### src/rtl/idli_pkg.sv
// Shared types and constants for the idli core's nibble-serial datapath and UART.
// The TX and RX sides both take their default bit period from UART_CLKS_PER_BIT.
package idli_pkg;

   typedef logic [3:0] sqi_data_t;
   typedef logic [7:0] uart_byte_t;

   typedef enum logic [2:0] {
      IDLE,
      START,
      DATA,
      STOP,
      BREAK
   } uart_rx_state_t;

   localparam int UART_CLKS_PER_BIT = 16;

endpackage

### src/rtl/idli_uart_rx_fifo_m.sv
// Receive byte FIFO for the UART RX: power-of-two depth, wrap-bit pointers.
// The caller only pushes when there is room (or a pop frees it) and only pops when non-empty.
module idli_uart_rx_fifo_m
   import idli_pkg::*;
#(
   parameter int FIFO_DEPTH = 4
) (
   input  logic       gck,
   input  logic       rst,
   input  logic       push,
   input  uart_byte_t push_data,
   input  logic       pop,
   output uart_byte_t head,
   output logic       full,
   output logic       empty
);

   localparam int AW = $clog2(FIFO_DEPTH);

   uart_byte_t    mem [FIFO_DEPTH];
   logic [AW:0]   wr_ptr;
   logic [AW:0]   rd_ptr;

   always_ff @(posedge gck or posedge rst) begin
      if (rst) begin
         wr_ptr <= '0;
         rd_ptr <= '0;
      end else begin
         if (push) wr_ptr <= wr_ptr + (AW+1)'(1);
         if (pop)  rd_ptr <= rd_ptr + (AW+1)'(1);
      end
   end

   // Storage needs no reset: empty masks the head until a byte has been written.
   always_ff @(posedge gck) begin
      if (push) mem[wr_ptr[AW-1:0]] <= push_data;
   end

   assign head  = mem[rd_ptr[AW-1:0]];
   assign empty = (wr_ptr == rd_ptr);
   assign full  = (wr_ptr[AW] != rd_ptr[AW]) && (wr_ptr[AW-1:0] == rd_ptr[AW-1:0]);

endmodule

### src/rtl/idli_uart_rx_m.sv
// UART 8N1 receiver: synchronizes the line, decodes frames LSB first, queues bytes
// and hands each one out as low nibble then high nibble under valid/accept.
module idli_uart_rx_m
   import idli_pkg::*;
#(
   parameter int CLKS_PER_BIT = UART_CLKS_PER_BIT,
   parameter int FIFO_DEPTH   = 4
) (
   input  logic      i_urx_gck,
   input  logic      i_urx_rst,
   input  logic      i_urx_rx,
   output sqi_data_t o_urx_data,
   output logic      o_urx_vld,
   input  logic      i_urx_acp,
   output logic      o_urx_ferr,
   output logic      o_urx_ovf
);

   localparam int            CW          = $clog2(CLKS_PER_BIT);
   localparam logic [CW-1:0] HALF_RELOAD = CW'(CLKS_PER_BIT/2 - 1);
   localparam logic [CW-1:0] FULL_RELOAD = CW'(CLKS_PER_BIT - 1);

   logic           rx_meta;
   logic           rx_s;
   uart_rx_state_t state;
   uart_rx_state_t state_nxt;
   logic [CW-1:0]  sample_cnt;
   logic [CW-1:0]  sample_cnt_nxt;
   logic [2:0]     bit_cnt;
   logic [2:0]     bit_cnt_nxt;
   uart_byte_t     shift;
   uart_byte_t     shift_nxt;
   logic           cnt_zero;
   logic           push;
   logic           pop;
   logic           full;
   logic           empty;
   logic           ferr_nxt;
   logic           ovf_nxt;
   logic           nib_sel;
   uart_byte_t     head;

   // Two-flop synchronizer; resets to the idle line level so reset cannot fake a start bit.
   always_ff @(posedge i_urx_gck or posedge i_urx_rst) begin
      if (i_urx_rst) begin
         rx_meta <= 1'b1;
         rx_s    <= 1'b1;
      end else begin
         rx_meta <= i_urx_rx;
         rx_s    <= rx_meta;
      end
   end

   always_ff @(posedge i_urx_gck or posedge i_urx_rst) begin
      if (i_urx_rst) begin
         state      <= IDLE;
         sample_cnt <= '0;
         bit_cnt    <= '0;
         shift      <= '0;
         o_urx_ferr <= 1'b0;
         o_urx_ovf  <= 1'b0;
      end else begin
         state      <= state_nxt;
         sample_cnt <= sample_cnt_nxt;
         bit_cnt    <= bit_cnt_nxt;
         shift      <= shift_nxt;
         o_urx_ferr <= ferr_nxt;
         o_urx_ovf  <= ovf_nxt;
      end
   end

   assign cnt_zero = (sample_cnt == '0);

   always_comb begin
      state_nxt      = state;
      sample_cnt_nxt = cnt_zero ? sample_cnt : sample_cnt - CW'(1);
      bit_cnt_nxt    = bit_cnt;
      shift_nxt      = shift;
      push           = 1'b0;
      ferr_nxt       = 1'b0;
      ovf_nxt        = o_urx_ovf;
      unique case (state)
         IDLE: begin
            if (!rx_s) begin
               state_nxt      = START;
               sample_cnt_nxt = HALF_RELOAD;
            end
         end
         START: begin
            if (cnt_zero) begin
               state_nxt      = rx_s ? IDLE : DATA;
               sample_cnt_nxt = FULL_RELOAD;
            end
         end
         DATA: begin
            if (cnt_zero) begin
               shift_nxt      = {rx_s, shift[7:1]};
               bit_cnt_nxt    = bit_cnt + 3'd1;
               sample_cnt_nxt = FULL_RELOAD;
               if (bit_cnt == 3'd7) state_nxt = STOP;
            end
         end
         STOP: begin
            // A pop in the same cycle frees the head entry, so the push still fits.
            if (cnt_zero) begin
               if (rx_s) begin
                  state_nxt = IDLE;
                  if (!full || pop) push    = 1'b1;
                  else              ovf_nxt = 1'b1;
               end else begin
                  state_nxt = BREAK;
                  ferr_nxt  = 1'b1;
               end
            end
         end
         BREAK: begin
            if (rx_s) state_nxt = IDLE;
         end
         default: state_nxt = IDLE;
      endcase
   end

   // Low nibble goes out first; the byte leaves the FIFO once its high nibble is taken.
   always_ff @(posedge i_urx_gck or posedge i_urx_rst) begin
      if (i_urx_rst)                   nib_sel <= 1'b0;
      else if (o_urx_vld && i_urx_acp) nib_sel <= ~nib_sel;
   end

   assign pop        = o_urx_vld && i_urx_acp && nib_sel;
   assign o_urx_vld  = !empty;
   assign o_urx_data = !o_urx_vld ? '0 : (nib_sel ? head[7:4] : head[3:0]);

   idli_uart_rx_fifo_m #(
      .FIFO_DEPTH(FIFO_DEPTH)
   ) u_fifo (
      .gck      (i_urx_gck),
      .rst      (i_urx_rst),
      .push     (push),
      .push_data(shift),
      .pop      (pop),
      .head     (head),
      .full     (full),
      .empty    (empty)
   );

endmodule

### config.mk
export PLATFORM = sky130hd
export DESIGN_NAME = idli_uart_rx_m
export DESIGN_NICKNAME = d
export VERILOG_FILES = /design/src/rtl/idli_pkg.sv /design/src/rtl/idli_uart_rx_fifo_m.sv /design/src/rtl/idli_uart_rx_m.sv
export SDC_FILE = /design/constraint.sdc
export NUM_CORES = 1
export LEC_CHECK = 0
export CAP_MARGIN = 15
export CORE_UTILIZATION = 53
export CTS_CLUSTER_DIAMETER = 200
export DETAILED_ROUTE_END_ITERATION = 16
export PLACE_DENSITY = 0.8
export REMOVE_ABC_BUFFERS = 1
export SLEW_MARGIN = 25
export SYNTH_ARGS = -nofsm -noshare
export SYNTH_HDL_FRONTEND = slang
export SYNTH_HIERARCHICAL = 1
export SYNTH_SLANG_ARGS = --single-unit
### constraint.sdc
create_clock -name i_urx_gck -period 2.3 [get_ports i_urx_gck]
set_clock_uncertainty 0.1 [all_clocks]
set_input_delay 0.345 -clock i_urx_gck [delete_from_list [all_inputs] [get_ports i_urx_gck]]
set_output_delay 0.345 -clock i_urx_gck [all_outputs]
set_load 0.005 [all_outputs]
Yosys cells after proc, flatten, opt, wreduce, memory -nomap -nowiden
Memory sizes are Yosys's and may differ from the RTL's. Cells that the tools add are included.

Logic and storage cells: 68. Memories: 1. Output and inout bits: 7. Bits in writable memories: 32. Latch bits: 0. Input bits: 4. ROM bits: 0. Flip-flop bits (word level): 29.

Memories: u_fifo.mem (words 4, bits a word 8, read ports 1, clocked after Yosys merged registers in 0, write ports 1, RTL line idli_uart_rx_fifo_m.sv:20) `uart_byte_t mem [FIFO_DEPTH];`.

Eq/ne operators: 14. Multiplexer cells: 24. Multiply operators: 0. Shifts and indexed selects: 0. Magnitude comparators: 0. Divide/modulo/power cells: 0. Reduce and logical (&&, ||, !) cells: 12. Add/subtract/negate cells: 4. Bitwise logic cells: 2.

Operators with widths (count): 2-to-1 mux 3 bit (7); 2-to-1 mux 4 bit (5); case mux 3 bit (5 select lines) (1); != test 2 bit, second input constant (6); adder 3 x 1 -> 3 bit, second input constant (3); 2-to-1 mux 1 bit (9); case mux 4 bit (2 select lines) (1); equality test 3 x 2 -> 1 bit, second input constant (2); equality test 3 bit, second input constant (2); AND reduction 6 bit (1); logical NOT 4 bit (1); AND reduction 4 bit (1); subtractor 4 x 1 -> 4 bit, second input constant (1); equality test 3 x 1 -> 1 bit, second input constant (1); equality test 3 bit (1); logical AND 1 bit (3); logical NOT 3 bit (1); equality test 2 bit (1); logical NOT 1 bit (2); 2-to-1 mux 2 bit (1); inverter 1 bit (2); AND reduction 2 bit (1); OR reduction 2 bit (1); logical OR 1 bit (1); != test 1 bit (1).

Longest topological paths before layout
Depth in word-level cells: 11. Gate-level depth with buffers: 7. Mapped depth without buffers: 7.

Cells and area by module
The synthesis kept the hierarchy.

Modules (own cells, without submodules): idli_uart_rx_fifo_m (sequential area each 1111.1 µm², instances 1, area an instance 1503.9 µm², cells each 73); idli_uart_rx_m (sequential area each 578.1 µm², instances 1, area an instance 1122.3 µm², cells each 91).

Worst setup path before layout
OpenSTA, ideal clock, no wires.

Kind: reg2reg. From: reg u_fifo.rd_ptr[1]. To: mem u_fifo/mem[3][0] in the netlist's numbering (enable). Clock period less this slack: 2.160 ns. Slack: 0.140 ns. Library setup time: 0.339 ns. Data required time: 1.861 ns. Buffers on the path: 1. Arrival time: 1.721 ns. Stages on the path, launching flop included: 7. Cell sequence: dfrtp_1 > buf_2 > xor2_1 > nor3b_1 > nand3b_1 > a21oi_1 > and2_1.

Longest elaborated chain between the ends: 11. Elaborated cells between the ends (all ways): 14. Classes of those cells: eq/ne: 2; mux: 6; reduce/logical: 6.

RTL lines: from (decl) (RTL line idli_uart_rx_fifo_m.sv:22) `logic [AW:0] rd_ptr;`; from (signal assigned) (RTL line idli_uart_rx_fifo_m.sv:30) `if (pop) rd_ptr <= rd_ptr + (AW+1)'(1);`; equality test 3 bit (RTL line idli_uart_rx_fifo_m.sv:40) `assign empty = (wr_ptr == rd_ptr);`; via empty (RTL line idli_uart_rx_m.sv:37) `logic empty;`; logical NOT 1 bit (RTL line idli_uart_rx_m.sv:130) `assign o_urx_vld = !empty;`; logical AND 1 bit (2 in a row) (RTL line idli_uart_rx_m.sv:129) `assign pop = o_urx_vld && i_urx_acp && nib_sel;`; logical OR 1 bit (RTL line idli_uart_rx_m.sv:108) `if (!full || pop) push = 1'b1;`; 2-to-1 mux 1 bit (RTL line idli_uart_rx_m.sv:108); 2-to-1 mux 1 bit (RTL line idli_uart_rx_m.sv:106) `if (rx_s) begin`; 2-to-1 mux 1 bit (RTL line idli_uart_rx_m.sv:105) `if (cnt_zero) begin`; 2-to-1 mux 1 bit (RTL line idli_uart_rx_m.sv:82) `unique case (state)`; via push (RTL line idli_uart_rx_m.sv:34) `logic push;`; 2-to-1 mux 1 bit (RTL line idli_uart_rx_fifo_m.sv:36) `if (push) mem[wr_ptr[AW-1:0]] <= push_data;`; 2-to-1 mux 1 bit (implied by the code) (RTL line idli_uart_rx_fifo_m.sv:36); to (decl) (RTL line idli_uart_rx_fifo_m.sv:20).

The timed path passes the listed nets, and every way through them passes these cells.

Worst setup path after layout
From: reg u_fifo.rd_ptr[0]. To: out o_urx_data[3].

Longest elaborated chain between the ends: 3. Elaborated cells between the ends (all ways): 4. Classes of those cells: eq/ne: 1; mux: 2; memory: 1.

RTL lines: memory (4 x 8 bit); via head[7] (RTL line idli_uart_rx_m.sv:41) `uart_byte_t head;`; 2-to-1 mux 4 bit (2 in a row) (RTL line idli_uart_rx_m.sv:131) `assign o_urx_data = !o_urx_vld ? '0 : (nib_sel ? head[7:4] : head[3:0]);`; to (decl) (RTL line idli_uart_rx_m.sv:12) `output sqi_data_t o_urx_data,`.

The timed path passes the listed nets, and every way through them passes these cells.

==> results.md <==
- Inserted Diodes: 0
- Post-synthesis cell type count: 36
- Crit. End Element: output port
- H-Tree Level Count: 3
- Vias in the first global route: 1543
- Layout net count: 214
- CTS tree: done
- Max-Slew Margin vs Limit: 55.5%
- Sequential area share after synthesis: 64.3%
- Total gr overflow: 0
- Antenna Nets Post-Route: 0
- Hold/Removal Path Class: primary input to async pin
- DR vias: 1448
- Num Clock Sinks: 61
- Net Switching: 1.13 mW
- Vias per inst: 5.30
- Core Box Area: 4750 sq um
- Setup violators final: 0
- Post-synth top area share: 36.6%
- WP data arrival: 1810 ps
- DR iter-0 viols: 80
- Die Area: 5240 sq um
- WP buf/inv: 3
- Mapped Area: 2630 sq um
- Fin crit period: 2250 ps
- First-pass GRT wire length: 7510 um
- Int Pwr: 2.62 mW
- Register Area: 1690 sq um
- Gate power share: 33.8%
- Clock tree buffer depth: 2
- Layout cells sized above 1: 32.5%
- Final wirelength: 4490 um
- Io pins: 11
- Pre-antenna DRT Iters: 4
- Placed cells: 248
- Total power: 3.75 mW
- DR WL/cell: 16.5 um
- Area post-placement: 2920 sq um
- Clk_lat worst skew: 340 ps
- Largest net degree at the start of global routing: 22
- Yosys warns: 6
- Fmax: 444 MHz
- Tightest Pin Transition: 661 ps
- Max VDD drop: 635 uV
- Buffers on Ports: 10
- Final period util: 97.9%
- Cell taking the most area after synthesis: edfxtp_1
- Final cell count without fillers: 273
- # DRC: 0
- Die Wd: 72.4 um
- Final instance area: 3240 sq um
- Slowest-stage cell, CP: dfrtp_2
- Worst path max stage delay: 440 ps
- Worst-path maximum fanout: 3
- Multi-input gate area: 891 sq um
- CP Launch Type: flip-flop
- Worst path required time: 1860 ps
- Antenna violations before repair: 0
- Leakage: 1.40 nW
- P&R area growth vs syn: 23.3%
- Critical path type: flip-flop to output port
- Starting Density: 55.2%
- Placement Rows: 25
- Die Height: 72.4 um
- Net Sw Frac: 30.2%
- CTS buffer count: 9
- Clock power frac: 26.9%
- Worst path cell trace: buf_12 -> buf_4 -> mux4_2 -> mux2i_1 -> nor2_1 -> clkbuf_2
- Fill cell count: 322
- Status: finished clean
- Final Hold Viols: 0
- Clock-pin slew on the worst setup and hold paths: 60 ps
- Syn_area_per_cell: 16.0 sq um
- Post-DP HPWL: 2940 um
- Mapped Cells: 164
- Post-synth EDFFs: 32
- CTS Hold Buffers Added: 0
- All-Layer GR Usage: 20.4%
- Sequential power share: 39.3%
- CP delay by family, top: multiplexers
- Largest cells by area after synthesis: edfxtp_1 (37%), dfrtp_1 (26%), mux4_2 (6.9%)
- Max-cap viol count: 0
- RSZ-0062 raised after global routing: true
- Post-synth top flop: edfxtp_1
- Synth async-reset ratio: 47.5%
- Routability cong.: 0.815
- Pwr dens: 1160 nW/um^2
- Max Slew Vio Count: 0
- Yosys reg bits: 61
- Root Buffer: clkbuf_8
## layout make-up
cell class / instances / area share (%)
clock buffers: 9 / 3.82
repair buffers: 30 / 9.85
well taps: 67 / 2.59
clock inverters: 7 / 2.78
multi-input cells: 88 / 27.5
inverters: 11 / 1.27
flip-flops and latches: 61 / 52.2
## power by group through the flow
stage	sequential [mW]	combinational [mW]	clock, mW
global placement	1.47	1.03	0
floorplan	1.51	0.636	0
finish	1.47	1.27	1.01
global route	1.49	1.39	1.07
detailed placement	1.49	1.10	0
CTS	1.47	1.25	1.03
## stage by stage
stage	setup WS (ps)	util (%)	TNS, ps	hold WS [ps]
floorplan	-0.426	-	-3.41	36.0
global placement	113	61.5	0	247
finish	47.2	68.1	0	120
detailed placement	58.4	61.5	0	249
global route	-25.9	68.1	-41.0	131
CTS	-51.9	67.8	-68.2	107
## timing repair
action	in CTS	in global routing
buffers inserted	7	1
pin swaps	2	2
resized for setup	15	8
endpoints found under the setup margin	5	36
gates cloned	1	0
## registers in the layout, summed over array words and instances, names as in the netlist
signal,flops
u_fifo/mem,32
rx_meta,1
o_urx_ferr,1
nib_sel,1
u_fifo/rd_ptr,3
bit_cnt,3
rx_s,1
sample_cnt,4
u_fifo/wr_ptr,3
state,3
shift,8
o_urx_ovf,1
## Yosys cell counts (3+ instances only)
cell       n
and2_1     4
inv_1     11
nor2_1     8
a21oi_1    4
xnor2_1    4
nor3_1     3
mux2_4     9
nand2_1    6
dfrtp_1   27
edfxtp_1  32
ha_1       9
mux4_2     8
mux2i_1    5
xor2_1     6
## final timing paths
kind	start	end	slack (ps)	cells past startpoint
worst max-delay path	u_fifo/rd_ptr[0]	o_urx_data[3]	50	6
worst min-delay path	i_urx_rst	o_urx_ovf	120	2
worst max register to register	u_fifo/rd_ptr[0]	u_fifo/mem[1][0]	110	8
worst min register to register	rx_meta	rx_s	260	0
max in group asynchronous	i_urx_rst	rx_meta	1430	3
min in group i_urx_gck	rx_meta	rx_s	260	0
## layout by cell type (no fill, tap or decap), types with 3 or more instances in the layout
cell type	count
a21oi_1	3
and2_1	3
buf_12	5
buf_4	12
clkbuf_8	9
clkdlybuf4s50_1	5
clkinvlp_4	3
dfrtp_1	26
edfxtp_1	32
ha_1	9
inv_1	11
mux2_4	9
mux2i_1	5
mux4_2	8
nand2_1	6
nor2_1	8
nor3_1	3
xnor2_1	4
xor2_1	5
## kinds of logic after synthesis
family                     Yosys count  synth area share (%)
buffers and inverters               15                  2.76
DFF                                 61                  64.3
muxes                               24                  14.8
and+or+nand+nor                     31                  6.91
adders and majority gates            9                  4.29
xor gates and xnor gates            10                  3.33
AOI/OAI and AO/OA                   14                  3.62
## worst reg2reg max path: stages (launching register included)
cell	delay (ps)
dfrtp_2	440
buf_4	150
xor2_2	180
nor3b_2	80
buf_4	140
nand3b_1	240
a21oi_4	240
and2_1	210
buf_12	140
## routing by layer
| metal | GRT usage, % | wire [um] |
|---|---|---|
| met5 | 0 | 0 |
| met4 | 8.50 | 85 |
| met3 | 6.25 | 160 |
| met2 | 34.4 | 2300 |
| met1 | 24.5 | 1940 |
Power figures use the tool's default switching activity.
